<file path="config.mk">
export PLATFORM = sky130hd
export DESIGN_NAME = vga_timing_gen
export DESIGN_NICKNAME = d
export VERILOG_FILES = /design/src/rtl/vga_timing_gen.sv
export SDC_FILE = /design/constraint.sdc
export NUM_CORES = 1
export LEC_CHECK = 0
export ABC_AREA = 0
export CAP_MARGIN = 15
export CORE_ASPECT_RATIO = 0.5
export CORE_MARGIN = 10
export CORE_UTILIZATION = 43
export CTS_CLUSTER_DIAMETER = 50
export DETAILED_ROUTE_END_ITERATION = 8
export GPL_TIMING_DRIVEN = 0
export PLACE_DENSITY = 0.75
export SYNTH_ARGS = -nofsm -noshare
export SYNTH_HDL_FRONTEND = slang
export SYNTH_SLANG_ARGS = --single-unit
</file>
<file path="constraint.sdc">
create_clock -name clk -period 1.8 [get_ports clk]
set_clock_uncertainty 0.15 [all_clocks]
set_input_delay 0.18 -clock clk [delete_from_list [all_inputs] [get_ports clk]]
set_output_delay 0.18 -clock clk [all_outputs]
set_load 0.01 [all_outputs]
</file>
<file path="src/rtl/vga_timing_gen.sv">
// VGA raster timing generator: pixel-tick divider, x/y counters, registered syncs and blanked colour.
// Optional macro VGA_TEST_PATTERN_EN replaces the colour inputs with an internal 8-bar pattern.
module vga_timing_gen #(
  parameter int unsigned CLK_DIV  = 2,
  parameter int unsigned COLOR_W  = 4,
  parameter int unsigned H_ACTIVE = 640,
  parameter int unsigned H_FP     = 16,
  parameter int unsigned H_SYNC   = 96,
  parameter int unsigned H_BP     = 48,
  parameter int unsigned V_ACTIVE = 480,
  parameter int unsigned V_FP     = 10,
  parameter int unsigned V_SYNC   = 2,
  parameter int unsigned V_BP     = 33,
  parameter bit          HS_POL   = 1'b0,
  parameter bit          VS_POL   = 1'b0
) (
  input  logic               clk,
  input  logic               rst,
  input  logic [COLOR_W-1:0] pix_r_i,
  input  logic [COLOR_W-1:0] pix_g_i,
  input  logic [COLOR_W-1:0] pix_b_i,
  output logic               pix_en,
  output logic [10:0]        pix_x,
  output logic [10:0]        pix_y,
  output logic               active,
  output logic               frame_start,
  output logic               Hsync,
  output logic               Vsync,
  output logic [COLOR_W-1:0] Red,
  output logic [COLOR_W-1:0] Green,
  output logic [COLOR_W-1:0] Blue
);

  localparam int unsigned CNT_W   = 11;
  localparam int unsigned H_TOTAL = H_ACTIVE + H_FP + H_SYNC + H_BP;
  localparam int unsigned V_TOTAL = V_ACTIVE + V_FP + V_SYNC + V_BP;
  localparam int unsigned DIV_W   = (CLK_DIV > 1) ? $clog2(CLK_DIV) : 1;

  localparam logic [DIV_W-1:0] DIV_LAST = DIV_W'(CLK_DIV - 1);
  localparam logic [CNT_W-1:0] H_LAST   = CNT_W'(H_TOTAL - 1);
  localparam logic [CNT_W-1:0] V_LAST   = CNT_W'(V_TOTAL - 1);
  localparam logic [CNT_W-1:0] H_VIS    = CNT_W'(H_ACTIVE);
  localparam logic [CNT_W-1:0] V_VIS    = CNT_W'(V_ACTIVE);
  localparam logic [CNT_W-1:0] HS_BEG   = CNT_W'(H_ACTIVE + H_FP);
  localparam logic [CNT_W-1:0] HS_END   = CNT_W'(H_ACTIVE + H_FP + H_SYNC);
  localparam logic [CNT_W-1:0] VS_BEG   = CNT_W'(V_ACTIVE + V_FP);
  localparam logic [CNT_W-1:0] VS_END   = CNT_W'(V_ACTIVE + V_FP + V_SYNC);

  logic [DIV_W-1:0]   r_div;
  logic               r_pix_en;
  logic [CNT_W-1:0]   r_x;
  logic [CNT_W-1:0]   r_y;
  logic               r_frame_start;
  logic               r_hsync;
  logic               r_vsync;
  logic [COLOR_W-1:0] r_red;
  logic [COLOR_W-1:0] r_green;
  logic [COLOR_W-1:0] r_blue;

  logic [DIV_W-1:0]   w_div_nxt;
  logic               w_x_last;
  logic               w_y_last;
  logic               w_active;
  logic               w_hs_on;
  logic               w_vs_on;
  logic [COLOR_W-1:0] w_src_r;
  logic [COLOR_W-1:0] w_src_g;
  logic [COLOR_W-1:0] w_src_b;

  assign w_div_nxt = (r_div == DIV_LAST) ? '0 : r_div + DIV_W'(1);
  assign w_x_last  = (r_x == H_LAST);
  assign w_y_last  = (r_y == V_LAST);
  assign w_active  = (r_x < H_VIS) && (r_y < V_VIS);
  assign w_hs_on   = (r_x >= HS_BEG) && (r_x < HS_END);
  assign w_vs_on   = (r_y >= VS_BEG) && (r_y < VS_END);

`ifdef VGA_TEST_PATTERN_EN
  // Bars: white, yellow, cyan, green, magenta, red, blue, black.
  localparam int unsigned BAR_W = (H_ACTIVE >= 8) ? (H_ACTIVE / 8) : 1;
  logic [2:0] w_bar;
  logic       w_unused_pix;
  assign w_bar        = 3'(r_x / CNT_W'(BAR_W));
  assign w_src_r      = {COLOR_W{~w_bar[1]}};
  assign w_src_g      = {COLOR_W{~w_bar[2]}};
  assign w_src_b      = {COLOR_W{~w_bar[0]}};
  assign w_unused_pix = ^{pix_r_i, pix_g_i, pix_b_i};
`else
  assign w_src_r = pix_r_i;
  assign w_src_g = pix_g_i;
  assign w_src_b = pix_b_i;
`endif

  // Pixel-tick divider; the strobe is registered so it reads 0 during reset.
  always_ff @(posedge clk or posedge rst) begin
    if (rst) begin
      r_div    <= '0;
      r_pix_en <= 1'b0;
    end else begin
      r_div    <= w_div_nxt;
      r_pix_en <= (w_div_nxt == DIV_LAST);
    end
  end

  // Raster counters; frame_start marks the tick that returns to (0,0).
  always_ff @(posedge clk or posedge rst) begin
    if (rst) begin
      r_x           <= '0;
      r_y           <= '0;
      r_frame_start <= 1'b0;
    end else begin
      r_frame_start <= r_pix_en && w_x_last && w_y_last;
      if (r_pix_en) begin
        r_x <= w_x_last ? '0 : r_x + CNT_W'(1);
        if (w_x_last) begin
          r_y <= w_y_last ? '0 : r_y + CNT_W'(1);
        end
      end
    end
  end

  // Output stage captures the current position's syncs and colour, one tick behind the counters.
  always_ff @(posedge clk or posedge rst) begin
    if (rst) begin
      r_hsync <= ~HS_POL;
      r_vsync <= ~VS_POL;
      r_red   <= '0;
      r_green <= '0;
      r_blue  <= '0;
    end else if (r_pix_en) begin
      r_hsync <= w_hs_on ? HS_POL : ~HS_POL;
      r_vsync <= w_vs_on ? VS_POL : ~VS_POL;
      r_red   <= w_active ? w_src_r : '0;
      r_green <= w_active ? w_src_g : '0;
      r_blue  <= w_active ? w_src_b : '0;
    end
  end

  assign pix_en      = r_pix_en;
  assign pix_x       = r_x;
  assign pix_y       = r_y;
  assign active      = w_active;
  assign frame_start = r_frame_start;
  assign Hsync       = r_hsync;
  assign Vsync       = r_vsync;
  assign Red         = r_red;
  assign Green       = r_green;
  assign Blue        = r_blue;

endmodule

</file>
# --- Word-level counts from Yosys, hierarchy flattened ---
# Cells that the tools add are included.
totals:
  reg_bits: 38
  inputBits: 14
op_classes:
  n_addsub: 3
  n_lt_le_gt_ge: 6
  n_reduce_logical: 6
  n_eq_ne: 2
  muxes: 8
op_table:
  columns: ["operator", "n"]
  rows:
  - ["11-bit by 1-bit adder with 11-bit output, second input constant", 2]
  - ["11-bit by 10-bit equality test with 1-bit output, second input constant", 2]
  - ["11-bit by 10-bit less-than comparator with 1-bit output, second input constant", 2]
  - ["11-bit by 9-bit less-than comparator with 1-bit output, second input constant", 2]
  - ["11-bit 2-to-1 mux", 2]
  - ["4-bit 2-to-1 mux", 3]
  - ["11-bit by 10-bit greater-or-equal comparator with 1-bit output, second input constant", 1]
  - ["11-bit by 9-bit greater-or-equal comparator with 1-bit output, second input constant", 1]
  - ["1-bit logical AND", 5]
  - ["1-bit 2-to-1 mux", 3]
  - ["2-bit AND reduction", 1]
  - ["1-bit adder, second input constant", 1]

# --- Depth between registers and ports, before layout ---
depth:
  ltp_word: 3
  ltp_mapped: 7
  depth_no_buf: 6

# --- Worst setup path before layout ---
# OpenSTA, ideal clock, no wires.
synth_path:
  path_kind: "register -> register"
  from: "register r_y[1], in the netlist pix_y[1]"
  to: "register r_y[5], in the netlist pix_y[5]"
  required_ps: 1519
  period_less_slack_ps: 1806
  t_arrival_ps: 1525
  n_path_buf: 0
  setup_slack_ps: -6
  path_stages_with_launch: 7
  path_cell_list: "dfrtp_1 -> inv_1 -> ha_1 -> nor4bb_1 -> nand3_2 -> nand4_1 -> mux2i_1"
synth_via:
  elab_chain_len: 2
  elab_cells_between_ends: 3
  classes_between: "1 x add/sub; 1 x eq/ne; 1 x mux"
synth_rtl:
  columns: ["element", "line_no", "source"]
  rows:
  - ["from (decl)", "52", "logic [CNT_W-1:0] r_y;"]
  - ["from (signal assigned)", "115", "r_y <= w_y_last ? '0 : r_y + CNT_W'(1);"]
  - ["11-bit by 1-bit adder with 11-bit output / 11-bit by 10-bit equality test with 1-bit output (equally long branches)", "115, 72", null]
  - ["11-bit 2-to-1 mux (*)", "115", null]
# Mark *: on every way between the ends. The rest lies on a longest branch, timed or not.
# A chain may end at the register's enable or synchronous reset.

# --- Final worst setup path ---
layout_path:
  from: "register r_x[6], in the netlist pix_x[6]"
  to: "register r_y[4], in the netlist pix_y[4]"
layout_via:
  elab_chain_len: 2
layout_rtl:
  columns: ["element", "line_no", "source"]
  rows:
  - ["from (decl)", "51", "logic [CNT_W-1:0] r_x;"]
  - ["from (signal assigned)", "113", "r_x <= w_x_last ? '0 : r_x + CNT_W'(1);"]
  - ["11-bit by 10-bit equality test with 1-bit output", "71", "assign w_x_last = (r_x == H_LAST);"]
  - ["2-bit AND reduction (no line)", null, null]
# Every way passes these cells.

==> summary.md <==
| Metric | Value |
|---|---|
| Status | complete, but fails checks |
| Failing checks | negative setup slack |
| DR vias | 1720 |
| Largest net degree at the start of global routing | 39 |
| Worst setup margin | -0.00183 ns |
| Synth top cells by count | 36 x dfrtp_1, 27 x nand2_1, 13 x o2bb2ai_1 |
| Share of cells above drive strength 1 | 22.3% |
| Synth area leader | dfrtp_1 |
| Placed wire-length estimate | 3490 microns |
| Clock transition at path regs | 0.08 ns |
| Slew @ Worst Pin | 0.789 ns |
| R2r startpoint | pix_x[6] |
| Initial antenna violation count | 0 |
| Complex-gate fraction of the synthesized area | 13.3% |
| TritonCTS Buffers | 5 |
| RR Endpoint | pix_y[4] |
| GPL Wtd Cong | 0.848 |
| VDD IR-drop max | 0.000352 V |
| Async set or reset register ratio after synthesis | 100% |
| Flip-flop and latch count after synthesis | 38 |
| Simple-Gate Fraction of Synth Area | 24.5% |
| R2R depth | 5 |
| Std-Cell Core Area | 4040 sq um |
| Vias in the first global route | 1757 |
| Row count | 16 |
| PD cells | 568 nW/um^2 |
| Synth Area in Adders | 2.01% |
| Hold/Removal Path Class | primary input to async pin |
| Ys flop type | dfrtp_1 |
| Main area contributors after synthesis | dfrtp_1 48%, o2bb2ai_1 6.1%, nand2_1 5.4% |
| CTS tree | done |
| ANT cells | 0 |
| Fin. max-slew vios | 0 |
| Main combinational cell family by area after synthesis | simple AND/OR/NAND/NOR gates |
| Post-synth EDFFs | 0 |
| Total grt overflow | 0 |
| DRC | 0 |
| Port Buffer Count | 52 |
| Syn Nets | 200 |
| Yosys cell types | 45 |
| Syn Inst Count | 183 |
| Fin area | 2790 sq um |
| Cts hold-fix bufs | 0 |
| Drt pass-1 iters | 4 |
| Root buf cell | clkbuf_8 |
| Syn-to-layout area delta | 49.4% |
| Count leader, synth | dfrtp_1 |
| Yosys Warn Count | 0 |
| Final worst path period share | 100% |
| Post-DRT Antenna Nets | 0 |
| Max Cap Viol | 0 |
| Final WL | 5350 microns |
| Post-synthesis mux area share | 0.537% |
| Unrepaired setup endpoints after global routing | true |
| Critical Path RT | 1.89 ns |
| Die width | 113 microns |
| XOR/XNOR share of the synthesized area | 4.23% |
| Avg Synthesized Cell Area | 10.2 sq um |
| Mapped Area | 1870 sq um |
| Post-DR wirelength/cell | 17.0 microns |
| Area share of the leading cell type in the synthesized netlist | 48.3% |
| Setup_tns | -0.00183 ns |
| Placed cell area | 2460 sq um |
| I/O pins | 53 |
| Die Area | 7530 sq um |
| Via-to-Cell Ratio | 5.48 |
| Relative slew slack | 47.3% |
| Tmin final | 1.80 ns |
| Leak Pwr | 1.19 nW |
| CTS H-tree lvls | 2 |
| Die height | 66.6 microns |
| Worst EP arrival | 1.89 ns |
| Sequential fraction of the synthesis area | 51.1% |
| Type of origin of the critical path | flip-flop |
| Hold slack | 0.193 ns |
| Clock Sink Count | 38 |
| CP Max Fanout | 7 |
| CP Capture Type | flip-flop |
| Reg2reg setup slack | -0.002 ns |
| Max Buffers Root-to-Sink | 2 |
| Starting Density | 46.1% |
| First-pass GRT wire length | 8490 microns |
| DRT iter0 DRCs | 92 |
| Worst-Skew Late Latency | 0.29 ns |
| Setup violations, final | 1 |
| Final Hold Viols | 0 |
| Crit Path Class | flip-flop to flip-flop |
| Gr usage total | 13.8% |
| Final net count | 276 |
| Fmax achieved | 555 MHz |
logic make-up (layout without fill, tap and decap cells):
| kind of cell | after synthesis | count (layout) |
|---|---|---|
| mux | 1 | 1 |
| compound gates | 37 | 37 |
| buf+inv | 17 | 94 |
| simple gates | 78 | 78 |
| xor+xnor | 9 | 9 |
| flops | 38 | 38 |
| fa+ha+maj | 3 | 3 |
final cells by class:
class,count,area (sq um)
well taps,54,67.6
flip-flops and latches,38,961
inverters,7,26.3
repair buffers,72,687
fillers,306,1260
clock inverters,1,5.00
multi-input cells,128,915
plain buffers,7,38.8
clock buffers,7,86.3
registers in the layout (all words and copies together), names as in the netlist:
name and cells:
frame_start 1, Hsync 1, Blue 4, Vsync 1, Green 4, pix_x 11
pix_y 11, Red 4, pix_en 1
per-stage QoR:
stage	util, %	instances	power [mW]	worst slack [ns]
after floorplan	-	183	0.922	0.0144
after global placement	60.8	289	0.985	-0.440
after detailed placement	60.8	289	0.987	-0.487
after CTS	67.1	310	1.59	0.00258
after global routing	68.9	314	1.64	-0.0637
final	68.9	314	1.58	-0.00183
critical path: stages, from the launching register on:
cell	delay (ns)
dfrtp_1	0.39
buf_6	0.14
nor4_4	0.36
nand3_4	0.15
or4b_1	0.48
nand2_1	0.07
routing by layer:
metal  wire, microns  track usage, %  vias to the layer above
met5               0               0                        -
met4              74            4.40                        0
met3             384            5.18                        7
met2            2650            24.4                       52
met1            2240            15.2                      857
li1                -               -                      804
placed cells by master, fill, tap and decap left out, types with 2 or more instances in the layout:
cell type,netlist,layout
a21oi_1,5,3
a21oi_2,0,2
a31oi_1,3,3
and2_1,2,2
and3_1,4,4
and4_2,2,2
buf_4,0,20
buf_6,1,2
clkbuf_1,4,4
clkbuf_8,0,6
clkdlybuf4s50_1,0,50
dfrtp_1,36,30
dfrtp_2,0,6
dfstp_2,2,2
ha_1,3,3
inv_1,7,5
inv_2,0,2
nand2_1,27,26
nand2b_1,4,4
nand3_1,5,5
nand3_4,1,2
nand4_1,7,7
nor2_1,9,8
nor4_4,1,2
nor4b_1,2,2
o21ai_0,11,9
o2bb2ai_1,13,13
or4b_1,2,2
xnor2_1,3,3
xor2_1,6,6
repair_timing:
item | 4_1_cts | 5_1_grt
cloned | 0 | 0
setup buffers | 14 | 6
gates resized for setup | 22 | 12
pin swaps | 5 | 12
hold endpoints to repair | 0 | 0
setup endpoints to repair | 12 | 14
power breakdown:
| part | internal (mW) | leakage, nW | switching, mW |
|---|---|---|---|
| registers | 0.867 | 0.472 | 0.00783 |
| clock network | 0.309 | 0.0482 | 0.306 |
| logic | 0.0541 | 0.668 | 0.0395 |
worst max-delay path by stage:
stage / startpoint / end / slack [ns] / depth (start not counted)
floorplan: pix_x[6] / pix_y[4] / 0.01 / 5
global placement: pix_y[6] / active / -0.44 / 5
detailed placement: pix_y[6] / active / -0.49 / 5
CTS: pix_y[3] / pix_y[4] / 0.003 / 5
global route: pix_x[6] / pix_y[4] / -0.06 / 5
finish: pix_x[6] / pix_y[4] / -0.002 / 5
Power figures use the tool's default switching activity.
